**config.mk**
```make
export PLATFORM = sky130hd
export DESIGN_NAME = unified_mem_arbiter_flat
export DESIGN_NICKNAME = d
export VERILOG_FILES = /design/src/rtl/unified_mem_arbiter_pkg.sv /design/src/rtl/unified_mem_arbiter_if.sv /design/src/rtl/unified_mem_arbiter_starve_ctr.sv /design/src/rtl/unified_mem_arbiter.sv /design/src/flat_wrapper.sv
export SDC_FILE = /design/constraint.sdc
export NUM_CORES = 1
export LEC_CHECK = 0
export ABC_AREA = 0
export CELL_PAD_IN_SITES_DETAIL_PLACEMENT = 2
export CELL_PAD_IN_SITES_GLOBAL_PLACEMENT = 2
export CORE_UTILIZATION = 16
export DETAILED_ROUTE_END_ITERATION = 8
export PLACE_DENSITY = 0.75
export SYNTH_ARGS = -nofsm -noshare
export SYNTH_HDL_FRONTEND = slang
export SYNTH_SLANG_ARGS = --single-unit
```
**constraint.sdc**
```tcl
create_clock -name clk -period 1.5 [get_ports clk]
set_input_delay 0.45 -clock clk [delete_from_list [all_inputs] [get_ports clk]]
set_output_delay 0.45 -clock clk [all_outputs]
set_load 0.02 [all_outputs]
```
**src/rtl/unified_mem_arbiter_pkg.sv**
```systemverilog
// Package for unified_mem_arbiter.
// Contents: the FSM state encoding, the owner constants, the width of the
// starvation counter, and a helper that decodes which requester owns a
// busy state.
package unified_mem_arb_pkg;

    typedef enum logic [1:0] {
        IDLE         = 2'd0,
        BUSY_IF      = 2'd1,
        BUSY_D       = 2'd2,
        BUSY_IF_DROP = 2'd3
    } arbState_e;

    typedef enum logic {
        OWNER_IF = 1'b0,
        OWNER_D  = 1'b1
    } owner_e;

    localparam int unsigned STARVE_CTR_W = 4;

    // A dropped fetch still belongs to the fetch side; only BUSY_D is data.
    function automatic owner_e stateOwner(arbState_e s);
        return (s == BUSY_D) ? OWNER_D : OWNER_IF;
    endfunction

endpackage

```
**src/rtl/unified_mem_arbiter_if.sv**
```systemverilog
// Bus bundle for unified_mem_arbiter.
// Pipeline side: if_* (fetch), d_* (load/store), stall_if/stall_mem.
// Memory side:   m_req/m_we/m_addr/m_wdata out, m_done/m_rdata in.
// Modport master is the arbiter's view. Modport slave is the view of the
// pipeline and memory that surround it.
interface unified_mem_arbiter_if #(
    parameter int ADDR_W = 32,
    parameter int DATA_W = 32
);
    logic              if_req;
    logic [ADDR_W-1:0] if_addr;
    logic              if_flush;
    logic              if_done;
    logic [DATA_W-1:0] if_rdata;

    logic              d_req;
    logic              d_we;
    logic [ADDR_W-1:0] d_addr;
    logic [DATA_W-1:0] d_wdata;
    logic              d_done;
    logic [DATA_W-1:0] d_rdata;

    logic              stall_if;
    logic              stall_mem;

    logic              m_req;
    logic              m_we;
    logic [ADDR_W-1:0] m_addr;
    logic [DATA_W-1:0] m_wdata;
    logic              m_done;
    logic [DATA_W-1:0] m_rdata;

    modport master (
        input  if_req, if_addr, if_flush, d_req, d_we, d_addr, d_wdata,
               m_done, m_rdata,
        output if_done, if_rdata, d_done, d_rdata, stall_if, stall_mem,
               m_req, m_we, m_addr, m_wdata
    );

    modport slave (
        output if_req, if_addr, if_flush, d_req, d_we, d_addr, d_wdata,
               m_done, m_rdata,
        input  if_done, if_rdata, d_done, d_rdata, stall_if, stall_mem,
               m_req, m_we, m_addr, m_wdata
    );
endinterface

```
**src/rtl/unified_mem_arbiter_starve_ctr.sv**
```systemverilog
// arb_starve_ctr: a 4-bit saturating counter of data grants made while a
// fetch was waiting.
// Ports: clk, rst (sync, active-high), inc, clr (clr wins), hit (count has
//        reached LIMIT).
// This counter is used only when UNIFIED_MEM_ARB_STARVE_GUARD_EN is defined.
module arb_starve_ctr
    import unified_mem_arb_pkg::*;
#(
    parameter int unsigned LIMIT = 4
) (
    input  logic clk,
    input  logic rst,
    input  logic inc,
    input  logic clr,
    output logic hit
);
    logic [STARVE_CTR_W-1:0] count;

    always_ff @(posedge clk) begin
        if (rst || clr)
            count <= '0;
        else if (inc && count != '1)
            count <= count + 1'b1;
    end

    // Using >= keeps the fetch forced if a flushed fetch let one more data
    // grant through after the limit was reached.
    assign hit = (count >= STARVE_CTR_W'(LIMIT));
endmodule

```
**src/rtl/unified_mem_arbiter.sv**
```systemverilog
// unified_mem_arbiter: shares one single-port memory between fetch (IF) and
// the memory stage (MEM). One transaction is outstanding at a time.
// Ports: clk, rst (sync, active-high), bus (unified_mem_arbiter_if.master):
//   if_req/if_addr/if_flush -> if_done/if_rdata, stall_if
//   d_req/d_we/d_addr/d_wdata -> d_done/d_rdata, stall_mem
//   m_req/m_we/m_addr/m_wdata (registered) <- m_done/m_rdata
// Optional: UNIFIED_MEM_ARB_STARVE_GUARD_EN. When it is defined, fetch is
// forced after STARVE_LIMIT consecutive data grants made while fetch waited.
// Without it, data always has priority.
module unified_mem_arbiter
    import unified_mem_arb_pkg::*;
#(
    parameter int ADDR_W       = 32,
    parameter int DATA_W       = 32,
    parameter int STARVE_LIMIT = 4
) (
    input  logic                  clk,
    input  logic                  rst,
    unified_mem_arbiter_if.master bus
);
    arbState_e state;
    logic      ifWant, forceIf, grantD, grantIf, doneNow;

    // A fetch raised in the same cycle as a flush is already stale.
    assign ifWant = bus.if_req & ~bus.if_flush;

`ifdef UNIFIED_MEM_ARB_STARVE_GUARD_EN
    logic starveHit, ctrInc, ctrClr;

    assign ctrInc = (state == IDLE) & grantD & bus.if_req;
    assign ctrClr = (state == IDLE) & (grantIf | ~bus.if_req);

    arb_starve_ctr #(.LIMIT(STARVE_LIMIT)) uStarve (
        .clk (clk),
        .rst (rst),
        .inc (ctrInc),
        .clr (ctrClr),
        .hit (starveHit)
    );

    assign forceIf = starveHit & ifWant;
`else
    assign forceIf = 1'b0;
`endif

    // The older instruction in MEM wins unless fetch has starved.
    assign grantD  = bus.d_req & ~forceIf;
    assign grantIf = ifWant & ~grantD;

    // A reset in the completion cycle abandons the access, so no pulse is sent.
    assign doneNow = (state != IDLE) & bus.m_done & ~rst;

    assign bus.d_done   = doneNow & (stateOwner(state) == OWNER_D);
    assign bus.if_done  = doneNow & (state == BUSY_IF) & ~bus.if_flush;
    assign bus.d_rdata  = bus.m_rdata;
    assign bus.if_rdata = bus.m_rdata;

    assign bus.stall_if  = bus.if_req & ~bus.if_done & ~bus.if_flush;
    assign bus.stall_mem = bus.d_req & ~bus.d_done;

    always_ff @(posedge clk) begin
        if (rst) begin
            state       <= IDLE;
            bus.m_req   <= 1'b0;
            bus.m_we    <= 1'b0;
            bus.m_addr  <= '0;
            bus.m_wdata <= '0;
        end else begin
            unique case (state)
                IDLE: begin
                    if (grantD) begin
                        state       <= BUSY_D;
                        bus.m_req   <= 1'b1;
                        bus.m_we    <= bus.d_we;
                        bus.m_addr  <= bus.d_addr;
                        bus.m_wdata <= bus.d_wdata;
                    end else if (grantIf) begin
                        state       <= BUSY_IF;
                        bus.m_req   <= 1'b1;
                        bus.m_we    <= 1'b0;
                        bus.m_addr  <= bus.if_addr;
                        bus.m_wdata <= '0;
                    end
                end
                BUSY_IF: begin
                    if (bus.m_done) begin
                        state     <= IDLE;
                        bus.m_req <= 1'b0;
                    end else if (bus.if_flush) begin
                        // The memory access cannot be aborted. It runs to
                        // completion with its result discarded.
                        state <= BUSY_IF_DROP;
                    end
                end
                BUSY_D, BUSY_IF_DROP: begin
                    if (bus.m_done) begin
                        state     <= IDLE;
                        bus.m_req <= 1'b0;
                    end
                end
                default: state <= IDLE;
            endcase
        end
    end
endmodule

```
**src/flat_wrapper.sv**
```systemverilog
// flat-port wrapper written by rule: the top's interface ports become plain ports
module unified_mem_arbiter_flat import unified_mem_arb_pkg::*;
#(
    parameter int ADDR_W       = 32,
    parameter int DATA_W       = 32,
    parameter int STARVE_LIMIT = 4
)
  (clk, rst, bus_if_req, bus_if_addr, bus_if_flush, bus_d_req, bus_d_we, bus_d_addr, bus_d_wdata, bus_m_done, bus_m_rdata, bus_if_done, bus_if_rdata, bus_d_done, bus_d_rdata, bus_stall_if, bus_stall_mem, bus_m_req, bus_m_we, bus_m_addr, bus_m_wdata);
  unified_mem_arbiter_if #(.ADDR_W(ADDR_W), .DATA_W(DATA_W)) bus_i ();
  input  logic clk;
  input  logic rst;
  input wire logic [$bits(bus_i.if_req)-1:0] bus_if_req;
  input wire logic [$bits(bus_i.if_addr)-1:0] bus_if_addr;
  input wire logic [$bits(bus_i.if_flush)-1:0] bus_if_flush;
  input wire logic [$bits(bus_i.d_req)-1:0] bus_d_req;
  input wire logic [$bits(bus_i.d_we)-1:0] bus_d_we;
  input wire logic [$bits(bus_i.d_addr)-1:0] bus_d_addr;
  input wire logic [$bits(bus_i.d_wdata)-1:0] bus_d_wdata;
  input wire logic [$bits(bus_i.m_done)-1:0] bus_m_done;
  input wire logic [$bits(bus_i.m_rdata)-1:0] bus_m_rdata;
  output wire logic [$bits(bus_i.if_done)-1:0] bus_if_done;
  output wire logic [$bits(bus_i.if_rdata)-1:0] bus_if_rdata;
  output wire logic [$bits(bus_i.d_done)-1:0] bus_d_done;
  output wire logic [$bits(bus_i.d_rdata)-1:0] bus_d_rdata;
  output wire logic [$bits(bus_i.stall_if)-1:0] bus_stall_if;
  output wire logic [$bits(bus_i.stall_mem)-1:0] bus_stall_mem;
  output wire logic [$bits(bus_i.m_req)-1:0] bus_m_req;
  output wire logic [$bits(bus_i.m_we)-1:0] bus_m_we;
  output wire logic [$bits(bus_i.m_addr)-1:0] bus_m_addr;
  output wire logic [$bits(bus_i.m_wdata)-1:0] bus_m_wdata;
  assign bus_i.if_req = bus_if_req;
  assign bus_i.if_addr = bus_if_addr;
  assign bus_i.if_flush = bus_if_flush;
  assign bus_i.d_req = bus_d_req;
  assign bus_i.d_we = bus_d_we;
  assign bus_i.d_addr = bus_d_addr;
  assign bus_i.d_wdata = bus_d_wdata;
  assign bus_i.m_done = bus_m_done;
  assign bus_i.m_rdata = bus_m_rdata;
  assign bus_if_done = bus_i.if_done;
  assign bus_if_rdata = bus_i.if_rdata;
  assign bus_d_done = bus_i.d_done;
  assign bus_d_rdata = bus_i.d_rdata;
  assign bus_stall_if = bus_i.stall_if;
  assign bus_stall_mem = bus_i.stall_mem;
  assign bus_m_req = bus_i.m_req;
  assign bus_m_we = bus_i.m_we;
  assign bus_m_addr = bus_i.m_addr;
  assign bus_m_wdata = bus_i.m_wdata;
  unified_mem_arbiter #(.ADDR_W(ADDR_W), .DATA_W(DATA_W), .STARVE_LIMIT(STARVE_LIMIT)) u_core (.clk(clk), .rst(rst), .bus(bus_i));
endmodule
```
==> run summary, run 1 <==
========================================================================================================
Status .................................................................................... finished, violations left
Maximum number of pins on one net before global-route repair ..............................           35
Number of flops mapped to enable cells by yosys ...........................................            0
CTS root buf .............................................................................. sky130_fd_sc_hd__clkbuf_16
Number of H-tree branching levels .........................................................            3
Quantity of hold-fixing buffers added after cts ...........................................            0
Global route total overflow ...............................................................            0
Slowest cell on the critical path ......................................................... sky130_fd_sc_hd__dfxtp_4
Die area ..................................................................................  0.02232 mm²
Weighted congestion reported at the end of routability-driven placement ...................       0.7009
Worst setup margin ........................................................................   -0.1706 ns
Die Width .................................................................................     149.4 µm
Slew at the pin closest to its max-slew limit .............................................    0.2732 ns
Boundary pin count ........................................................................          269
Highest ir drop seen on vdd ...............................................................    0.4852 mV
Total clock buffers created by CTS ........................................................            9
Summed instance area of the synthesized netlist ........................................... 0.003477 mm²
Violations in the final reports ........................................................... setup timing
Final setup skew ..........................................................................  0.004806 ns
Maximum frequency from static timing analysis .............................................   0.5986 GHz
# setup viols final .......................................................................           65
Share of the cycle needed by the critical path after routing ..............................        1.114
Cell-by-cell trace of the critical path ................................................... nor4bb_4, nor2b_2, buf_6
Post-route minimum period .................................................................     1.671 ns
Buffers plus inverters on the worst setup path ............................................            1
Number of global-route vias before repair .................................................        3,302
Top delay family on crit path ............................................................. simple AND/OR/NAND/NOR gates
Distinct cells, synth .....................................................................           26
RSZ-0062 raised after global routing ......................................................         true
Syn Inst Count ............................................................................          334
Data arrival time of the critical path ....................................................      1.22 ns
Fraction of final layout cells with drive strength greater than 1 .........................       0.2495
Path type of the worst setup path .........................................................   reg -> out
Antenna violations before repair ..........................................................            1
Vias per Instance .........................................................................        3.879
Post-CTS clock slew at the launch and capture registers of the worst setup and hold paths .      0.06 ns
Worst path max stage delay ................................................................      0.37 ns
HPWL after detailed placement .............................................................      8334 µm
Floorplan row count .......................................................................           53
Flip-flop and latch count after synthesis .................................................           68
Critical Path Sink Type ................................................................... primary output
TritonCTS clock tree ......................................................................        built
Area growth, synth to finish ..............................................................       61.89%
Router iterations before antenna repair ...................................................            3
Element type at the critical path start ...................................................     register
GR Util All Layers ........................................................................       0.1075
Total Negative Setup Slacks ...............................................................    -3.218 ns
Sinks on the clock net ....................................................................           68
Most common cell after layout, fill and taps aside ........................................ sky130_fd_sc_hd__clkdlybuf4s50_1
DRT antenna net count .....................................................................            0
Class of the tightest hold or removal check ...............................................   reg -> reg
Worst slew margin relative to its limit ...................................................       0.8172
Highest net fanout along the worst path ...................................................            3
Total power per unit cell area ............................................................  1057 mW/mm²
Core area .................................................................................  0.02115 mm²
Static leakage ............................................................................  0.002389 µW
WP data required ..........................................................................      1.05 ns
Clk Latency, worst-skew pair ..............................................................      0.34 ns
Syn nets ..................................................................................          469
Most frequent cells in the layout ......................................................... 97 x sky130_fd_sc_hd__clkdlybuf4s50_1, 66 x sky130_fd_sc_hd__dfxtp_1, 35 x sky130_fd_sc_hd__clkdlybuf4s15_1
Average size of a mapped cell .............................................................    10.41 µm²
Final routed DRC violation total ..........................................................            0
Number of buffers on the longest clock path ...............................................            2
Max capacitance violation total ...........................................................            0
Final number of hold-violating endpoints ..................................................            0
Cell area after placement ................................................................. 0.005090 mm²
Chip Height ...............................................................................     149.4 µm
Initial DRC Count .........................................................................           51
Sequential cell area fraction in the yosys report .........................................       0.3915
Average wire per standard cell ............................................................     15.93 µm
Number of port buffers ....................................................................          172
Number of pins exceeding their max-slew limit in the final report .........................            0
Syn. warnings .............................................................................            0
First-pass GRT wire length ................................................................    17,930 µm
Total via count in the routed design ......................................................        2,890
Dominant synthesized flop cell ............................................................ sky130_fd_sc_hd__dfxtp_1
Final std cell area, no fill .............................................................. 0.005629 mm²
Synth async-reset ratio ...................................................................            0
Layout net count ..........................................................................          599
Initial Util ..............................................................................       0.1644
Routed Wire Length ........................................................................    11,870 µm
========================================================================================================
[metrics by stage]
step / setup slack [ns] / hold WS (ns) / power (µW) / std cells / utilization
after detailed placement: -0.9052 / 0.4611 / 3416 / 714 / 0.2406
after global routing: -0.2216 / 0.4880 / 6269 / 744 / 0.2660
after global placement: -0.8540 / 0.4534 / 3370 / 714 / 0.2406
final: -0.1706 / 0.4718 / 5950 / 745 / 0.2661
after CTS: -0.1789 / 0.4687 / 6056 / 741 / 0.2640
after floorplan: -0.1172 / 0.5327 / 2960 / 334 / -
[worst paths after layout]
path | startpoint | to | slack (ns) | cells after the start
worst min register to register | u_core.bus.m_wdata[25] | u_core.bus.m_wdata[25] | 0.47 | 1
worst max-delay path | u_core.state[0] | bus_stall_mem | -0.17 | 3
worst max register to register | u_core.state[0] | u_core.bus.m_addr[11] | -0.15 | 8
worst min-delay path | u_core.bus.m_wdata[25] | u_core.bus.m_wdata[25] | 0.47 | 1
[what timing repair did]
item	in CTS	in global routing
setup buffers	9	3
pin swaps	7	4
endpoints found under the setup margin	135	115
gates cloned	3	2
resized for setup	127	65
[cell type report]
class,count,area [µm²]
multi-input combinational,182,1543
clock buffer,9,225.2
tap,275,344.1
fill,2317,15520
antenna,1,2.502
clock inverter,7,123.9
timing repair buffer,203,2022
sequential,68,1369
[Yosys cell counts (2+ instances only)]
library cell | count | area [µm²]
sky130_fd_sc_hd__mux2i_1 | 32 | 320.3
sky130_fd_sc_hd__a22o_1 | 33 | 289.0
sky130_fd_sc_hd__mux2_2 | 32 | 360.4
sky130_fd_sc_hd__nor2b_1 | 31 | 193.9
sky130_fd_sc_hd__nor2_1 | 34 | 127.6
sky130_fd_sc_hd__a21oi_1 | 3 | 15.01
sky130_fd_sc_hd__buf_4 | 66 | 495.5
sky130_fd_sc_hd__buf_6 | 11 | 123.9
sky130_fd_sc_hd__and2b_1 | 2 | 15.01
sky130_fd_sc_hd__clkbuf_1 | 3 | 11.26
sky130_fd_sc_hd__dfxtp_1 | 68 | 1361
sky130_fd_sc_hd__buf_2 | 5 | 25.02
[worst reg2reg max path: stages (launching register included)]
cell and delay [ns]:
sky130_fd_sc_hd__dfxtp_4 0.37, sky130_fd_sc_hd__buf_4 0.13, sky130_fd_sc_hd__buf_6 0.11, sky130_fd_sc_hd__buf_6 0.12, sky130_fd_sc_hd__nor2_4 0.12, sky130_fd_sc_hd__o21ai_4 0.12
sky130_fd_sc_hd__buf_6 0.15, sky130_fd_sc_hd__buf_12 0.13, sky130_fd_sc_hd__mux2_4 0.29
[cells by family (layout without fill, tap and decap cells)]
group | count (synthesis) | in the layout | share of synthesized area
other cells | 0 | 1 | 0
buf+inv | 85 | 219 | 0.1886
mux | 64 | 64 | 0.1958
flops | 68 | 68 | 0.3915
simple gates | 77 | 77 | 0.1245
compound gates | 40 | 41 | 0.09968
[flip-flops by register name (all words and copies together), names as in the netlist]
register,count
u_core.state,2
u_core.bus.m_wdata,32
u_core.bus.m_we,1
u_core.bus.m_req,1
u_core.bus.m_addr,32
[power by group]
group          internal (µW)  switching [µW]  leakage [µW]
logic                    777             613       0.00166
registers               1960            77.8      0.000561
clock network           1640             890      0.000166
[metal layers]
layer  global-route usage  share of wire  up-vias
met4              0.05867          0.037        0
met1               0.1082           0.38     1375
met5                    0              0        -
met3              0.04482          0.091       41
met2               0.1875           0.49      132
li1                     -              -     1342
Note: power is estimated with default switching activity, not from simulation.
==> run 2, diff against run 1 <==
--- a/constraint.sdc
+++ b/constraint.sdc
@@ -3,2 +3,2 @@
 set_output_delay 0.45 -clock clk [all_outputs]
-set_load 0.02 [all_outputs]
+set_load 0.01 [all_outputs]
==> run summary, run 2 (same netlist as run 1, synthesis figures left out) <==
========================================================================================================
Utilization after layout ..................................................................       0.2643   -0.001834
Initial DRC Count .........................................................................           31   -39%
Worst slew margin relative to its limit ...................................................       0.7759   -0.04130
Part of the total power dissipated in the clock network ...................................        0.437   +0.012
Number of global-route vias before repair .................................................        3,183   -3.6%
Core area .................................................................................  0.02115 mm²   unchanged
Number of port buffers ....................................................................          172   unchanged
Final number of hold-violating endpoints ..................................................            0   unchanged
Total power per unit cell area ............................................................  1045 mW/mm²   -1.1%
Buffers plus inverters on the worst setup path ............................................            1   unchanged
Vias per Instance .........................................................................        3.877   about the same
Violations in the final reports ........................................................... setup timing
Number of pins exceeding their max-slew limit in the final report .........................            0   unchanged
Cell-by-cell trace of the critical path ................................................... nor4bb_4, nor2b_1, buf_2
Total of fill cells in the finished design ................................................        2,331   +0.60%
First-pass GRT wire length ................................................................    18,430 µm   +2.8%
Total inserted antenna cells ..............................................................            0   -1
Die area ..................................................................................  0.02232 mm²   unchanged
Switching power summed over all nets ......................................................      1464 µW   -7.4%
RSZ-0062 raised after global routing ......................................................         true
Layout net count ..........................................................................          594   -0.83%
Most common cell after layout, fill and taps aside ........................................ sky130_fd_sc_hd__clkdlybuf4s50_1
GR Util All Layers ........................................................................       0.1125   +0.004924
Max capacitance violation total ...........................................................            0   unchanged
Largest regs .............................................................................. u_core.bus.m_addr x32, u_core.bus.m_wdata x32, u_core.state x2
Maximum number of pins on one net before global-route repair ..............................           34   -2.9%
Fraction of final layout cells with drive strength greater than 1 .........................       0.2047   -0.04473
Sinks on the clock net ....................................................................           68   unchanged
Weighted congestion reported at the end of routability-driven placement ...................       0.6768   -3.4%
Area taken by multi-input logic gates ..................................................... 0.001575 mm²   +2.1%
Element type at the critical path start ...................................................     register
Total Negative Setup Slacks ...............................................................   -0.5554 ns   +2.663 ns
Slew at the pin closest to its max-slew limit .............................................    0.3362 ns   +0.06298 ns
Highest ir drop seen on vdd ...............................................................    0.5096 mV   +5.0%
Static leakage ............................................................................  0.002519 µW   +5.4%
Worst path max stage delay ................................................................      0.37 ns   about the same
Portion of total power attributed to combinational logic ..................................        0.216   -0.018
Global route total overflow ...............................................................            0   unchanged
Routed Wire Length ........................................................................    12,560 µm   +5.9%
Chip Height ...............................................................................     149.4 µm   unchanged
Switching fraction of total power .........................................................       0.2505   -0.01512
HPWL after detailed placement .............................................................      8821 µm   +5.8%
Portion of total power attributed to sequential cells .....................................        0.348   +0.006
Boundary pin count ........................................................................          269   unchanged
WP data required ..........................................................................      1.05 ns   about the same
Number of H-tree branching levels .........................................................            3   unchanged
Final routed DRC violation total ..........................................................            0   unchanged
Highest net fanout along the worst path ...................................................            3   unchanged
Data arrival time of the critical path ....................................................      1.22 ns   about the same
Critical Path Sink Type ................................................................... primary output
Slowest cell on the critical path ......................................................... sky130_fd_sc_hd__dfxtp_4
Total clock buffers created by CTS ........................................................            9   unchanged
CTS root buf .............................................................................. sky130_fd_sc_hd__clkbuf_16
Post-route minimum period .................................................................     1.669 ns   -0.001479 ns
Top delay family on crit path .............................................................   flip-flops
Internal Pwr Total ........................................................................      4379 µW   +0.23%
Path type of the worst setup path .........................................................   reg -> out
Status .................................................................................... finished, violations left
Maximum frequency from static timing analysis .............................................   0.5991 GHz   about the same
Clk Latency, worst-skew pair ..............................................................      0.34 ns   about the same
Floorplan row count .......................................................................           53   unchanged
Die Width .................................................................................     149.4 µm   unchanged
Most frequent cells in the layout ......................................................... 97 x sky130_fd_sc_hd__clkdlybuf4s50_1, 66 x sky130_fd_sc_hd__dfxtp_1, 65 x sky130_fd_sc_hd__dlygate4sd2_1
Number of buffers on the longest clock path ...............................................            2   unchanged
Class of the tightest hold or removal check ...............................................   reg -> reg
Final setup skew ..........................................................................  0.003658 ns   -0.001148 ns
Router iterations before antenna repair ...................................................            4   +1
WHS .......................................................................................    0.4524 ns   -0.01937 ns
Initial Util ..............................................................................       0.1644   unchanged
TritonCTS clock tree ......................................................................        built
Average wire per standard cell ............................................................     17.00 µm   +6.7%
Sum of internal, switching and leakage power ..............................................      5843 µW   -1.8%
DRT antenna net count .....................................................................            0   unchanged
# setup viols final .......................................................................            4   -94%
Register area ............................................................................. 0.001366 mm²   -0.18%
Post-CTS clock slew at the launch and capture registers of the worst setup and hold paths .      0.06 ns   about the same
Worst setup margin ........................................................................   -0.1691 ns   +0.001479 ns
Total via count in the routed design ......................................................        2,865   -0.87%
Share of the cycle needed by the critical path after routing ..............................        1.113   about the same
Area growth, synth to finish ..............................................................       60.78%
Antenna violations before repair ..........................................................            0   -1
========================================================================================================
run 2: cell count changes in the layout (fill, tap and decap cells not counted), moves of 2 or more:
cell / delta
sky130_fd_sc_hd__dlygate4sd2_1: +49
sky130_fd_sc_hd__mux2_4: +9
sky130_fd_sc_hd__mux2_2: -9
sky130_fd_sc_hd__clkbuf_2: -17
sky130_fd_sc_hd__buf_6: -6
sky130_fd_sc_hd__buf_4: +3
sky130_fd_sc_hd__clkdlybuf4s15_1: -34
sky130_fd_sc_hd__clkbuf_16: -2
run 2: final timing paths:
kind                          from               endpoint  slack (ns)  cells past startpoint
setup / recovery   u_core.state[0]          bus_stall_mem       -0.17                      3
setup reg to reg   u_core.state[1]  u_core.bus.m_addr[17]        0.03                      6
hold reg to reg   u_core.bus.m_req       u_core.bus.m_req        0.45                      2
hold / removal    u_core.bus.m_req       u_core.bus.m_req        0.45                      2
run 2: tightest hold or removal path, stage by stage, from the launching register on:
cell,delay [ns]
sky130_fd_sc_hd__dfxtp_1,0.31
sky130_fd_sc_hd__nand2_1,0.05
sky130_fd_sc_hd__a21oi_1,0.05
run 2: layer usage:
| metal | global-route usage | share of wire |
|---|---|---|
| met5 | 0 | 0 |
| met4 | 0.04694 | 0.028 |
| met3 | 0.05335 | 0.10 |
| met2 | 0.1898 | 0.48 |
| met1 | 0.1195 | 0.40 |
run 2: layout make-up:
cell class / count / area share
repair buffers: 198 / 0.3496
multi-input cells: 182 / 0.2818
flip-flops and latches: 68 / 0.2444
well taps: 275 / 0.06155
clock buffers: 10 / 0.04275
clock inverters: 6 / 0.01992
run 2: what timing repair did:
item / in CTS / in global routing
pin swaps: 16 / 6
gates cloned: 4 / 0
endpoints found under the setup margin: 135 / 56
buffers inserted: 7 / 2
hold buffers: 0 / 0
resized for setup: 122 / 7
run 2: stage by stage:
stage | setup slack, ns | cell area (µm²) | cells
final | -0.1691 | 5590 | 739
after global routing | -0.2816 | 5590 | 739
after floorplan | -0.004929 | 3500 | 334
after CTS | -0.2389 | 5558 | 738
after global placement | -0.8866 | 5057 | 712
after detailed placement | -0.9395 | 5057 | 712
run 2: power groups by stage:
stage	Clock (µW)	Sequential [µW]	Combinational, µW
after floorplan	0	2140	632
after global placement	0	2070	1180
after detailed placement	0	2080	1220
after CTS	2680	2030	1280
after global routing	2750	2050	1360
final	2550	2030	1260
==> variant: new RTL, flow settings as in run 1 <==
`DATA_W` is set to 32 in 3 places; all go to 48.
--- a/src/rtl/unified_mem_arbiter_if.sv
+++ b/src/rtl/unified_mem_arbiter_if.sv
@@ -6,5 +6,5 @@
 interface unified_mem_arbiter_if #(
     parameter int ADDR_W = 32,
-    parameter int DATA_W = 32
+    parameter int DATA_W = 48
 );
     logic              if_req;
--- a/src/rtl/unified_mem_arbiter.sv
+++ b/src/rtl/unified_mem_arbiter.sv
@@ -12,5 +12,5 @@
 #(
     parameter int ADDR_W       = 32,
-    parameter int DATA_W       = 32,
+    parameter int DATA_W       = 48,
     parameter int STARVE_LIMIT = 4
 ) (
--- a/src/flat_wrapper.sv
+++ b/src/flat_wrapper.sv
@@ -3,5 +3,5 @@
 #(
     parameter int ADDR_W       = 32,
-    parameter int DATA_W       = 32,
+    parameter int DATA_W       = 48,
     parameter int STARVE_LIMIT = 4
 )
Interface: changed (5 resized); port bits go from 269 to 349. The function was not compared with the original's and may differ.
==> variant against run 1 <==
  * The flow still finishes with violations (negative setup slack)
  * Power rose by 4.8%
  * Wire length up 8.1%
  * Final cell count is 15% higher
  * Setup slack got worse by 0.014 ns
  * Synthesized cell count increased by 20%
  * Sequential cell count grew 16
  * Synthesized area is 19% higher
  * Die area rose by 18%
  * Count of clock-buffer cells in the layout unchanged
  * Maximum frequency is 0.82% lower
  * Design area rose by 11%
  * Sequential share of layout area up 2.6 points
==> variant: results <==
metrics = {
    "synth": {
        "netlist_instances": 402,
        "seq_area_frac_synth": 0.408,
        "synth.distinct_cells": 24,
        "synth_fp_nets": 569,
        "synth_common_cells": "100 x buf_4, 84 x dfxtp_1, 49 x a22o_1",
    },
    "worst_setup_path": {
        "reg2reg_to": "u_core.bus.m_addr[16]",
        "crit_fanout": 4,
        "reg2reg_from": "u_core.state[1]",
    },
    "sta": {
        "setup_viol": 21,
        "setup_slack_ns": -0.184,
        "tightest_slew_ns": 0.509,
    },
    "cells_and_area": {
        "antenna-diode-count": 0,
        "fillers": 2828,
        "fin_nets": 687,
        "drive_above_1_share": 0.230,
    },
    "power": {
        "p_leak_nw": 2.58,
        "internal_power_w": 0.00440,
        "peakVddDrop_mv": 0.412,
    },
    "global_route": {
        "grt_start_max_net_pins": 68,
        "use_met3": 0.0374,
        "grt_pass1_vias": 3523,
        "grt_pass1_wl_um": 18800,
        "grtUsageTotal": 0.0926,
        "use_met2": 0.165,
        "met1_usage": 0.0955,
    },
    "place": {
        "dpl_cell_area_um2": 5940,
        "io_buffers": 204,
        "gp_congestion": 0.661,
        "dp_hpwl_um": 9080,
    },
    "route": {
        "dr_wl_met2_um": 6430,
        "via_per_inst": 3.78,
        "wirelength_um": 12800,
        "drt_iter0_drc": 76,
        "routedWlPerCell_um": 15.0,
        "wl_met3_um": 1100,
    },
    "worst_hold_path": {
        "hold_path_depth": 2,
        "hold_start": "u_core.bus.m_req",
        "min_to": "u_core.bus.m_req",
    },
    "clocking": {
        "cts_resized": 167,
        "postCtsSetupRepairBufs": 0,
    },
    "run_status": {
        "violations": "negative setup slack",
        "status": "finished with violations",
    },
}
## variant: changes by cell type after synthesis, sizes merged
cell	before	now
dfxtp	68	84
and2b	2	0
buf	82	115
nor2b	32	34
nand2b	0	1
a22o	33	49
clkbuf	3	6
or2b	1	0
## variant: kinds of logic after synthesis
| group | count (synthesis) | synth area share |
|---|---|---|
| buffers and inverters | 121 | 0.209 |
| muxes | 64 | 0.165 |
| and+or+nand+nor | 77 | 0.102 |
| AOI/OAI and AO/OA | 56 | 0.116 |
| DFF | 84 | 0.408 |
## variant: layout make-up
cell class / instances / share of cell area
Timing Repair Buffer: 228 / 0.356
Tap cell: 330 / 0.0659
Clock buffer: 9 / 0.0359
Clock inverter: 7 / 0.00998
Multi-Input combinational cell: 197 / 0.263
Sequential cell: 84 / 0.270
## variant: worst max path at each step
stage / endpoint / slack, ns / cells after the start
floorplan: bus_stall_mem / -0.11 / 3
global placement: bus_d_done / -0.86 / 3
finish: bus_stall_mem / -0.18 / 3
global route: bus_stall_mem / -0.24 / 3
detailed placement: bus_if_done / -0.92 / 5
CTS: bus_stall_mem / -0.25 / 3
## variant: power by group through the flow
stage / sequential (W) / clock (W) / combinational [W]
floorplan: 0.00276 / 0 / 0.000852
global route: 0.00253 / 0.00247 / 0.00159
global placement: 0.00255 / 0 / 0.00152
CTS: 0.00250 / 0.00239 / 0.00145
detailed placement: 0.00255 / 0 / 0.00154
finish: 0.00250 / 0.00225 / 0.00149
## variant: metrics by stage
stage          power (W)  setup TNS [ns]  worst slack (ns)  utilization
4_1_cts          0.00635          -0.799            -0.245        0.246
3_3_place_gp     0.00406          -33.92            -0.865        0.235
2_1_floorplan    0.00362          -0.114            -0.114            -
3_5_place_dp     0.00409          -37.28            -0.922        0.235
6_report         0.00624           -1.14            -0.184        0.248
5_1_grt          0.00659           -1.89            -0.242        0.248
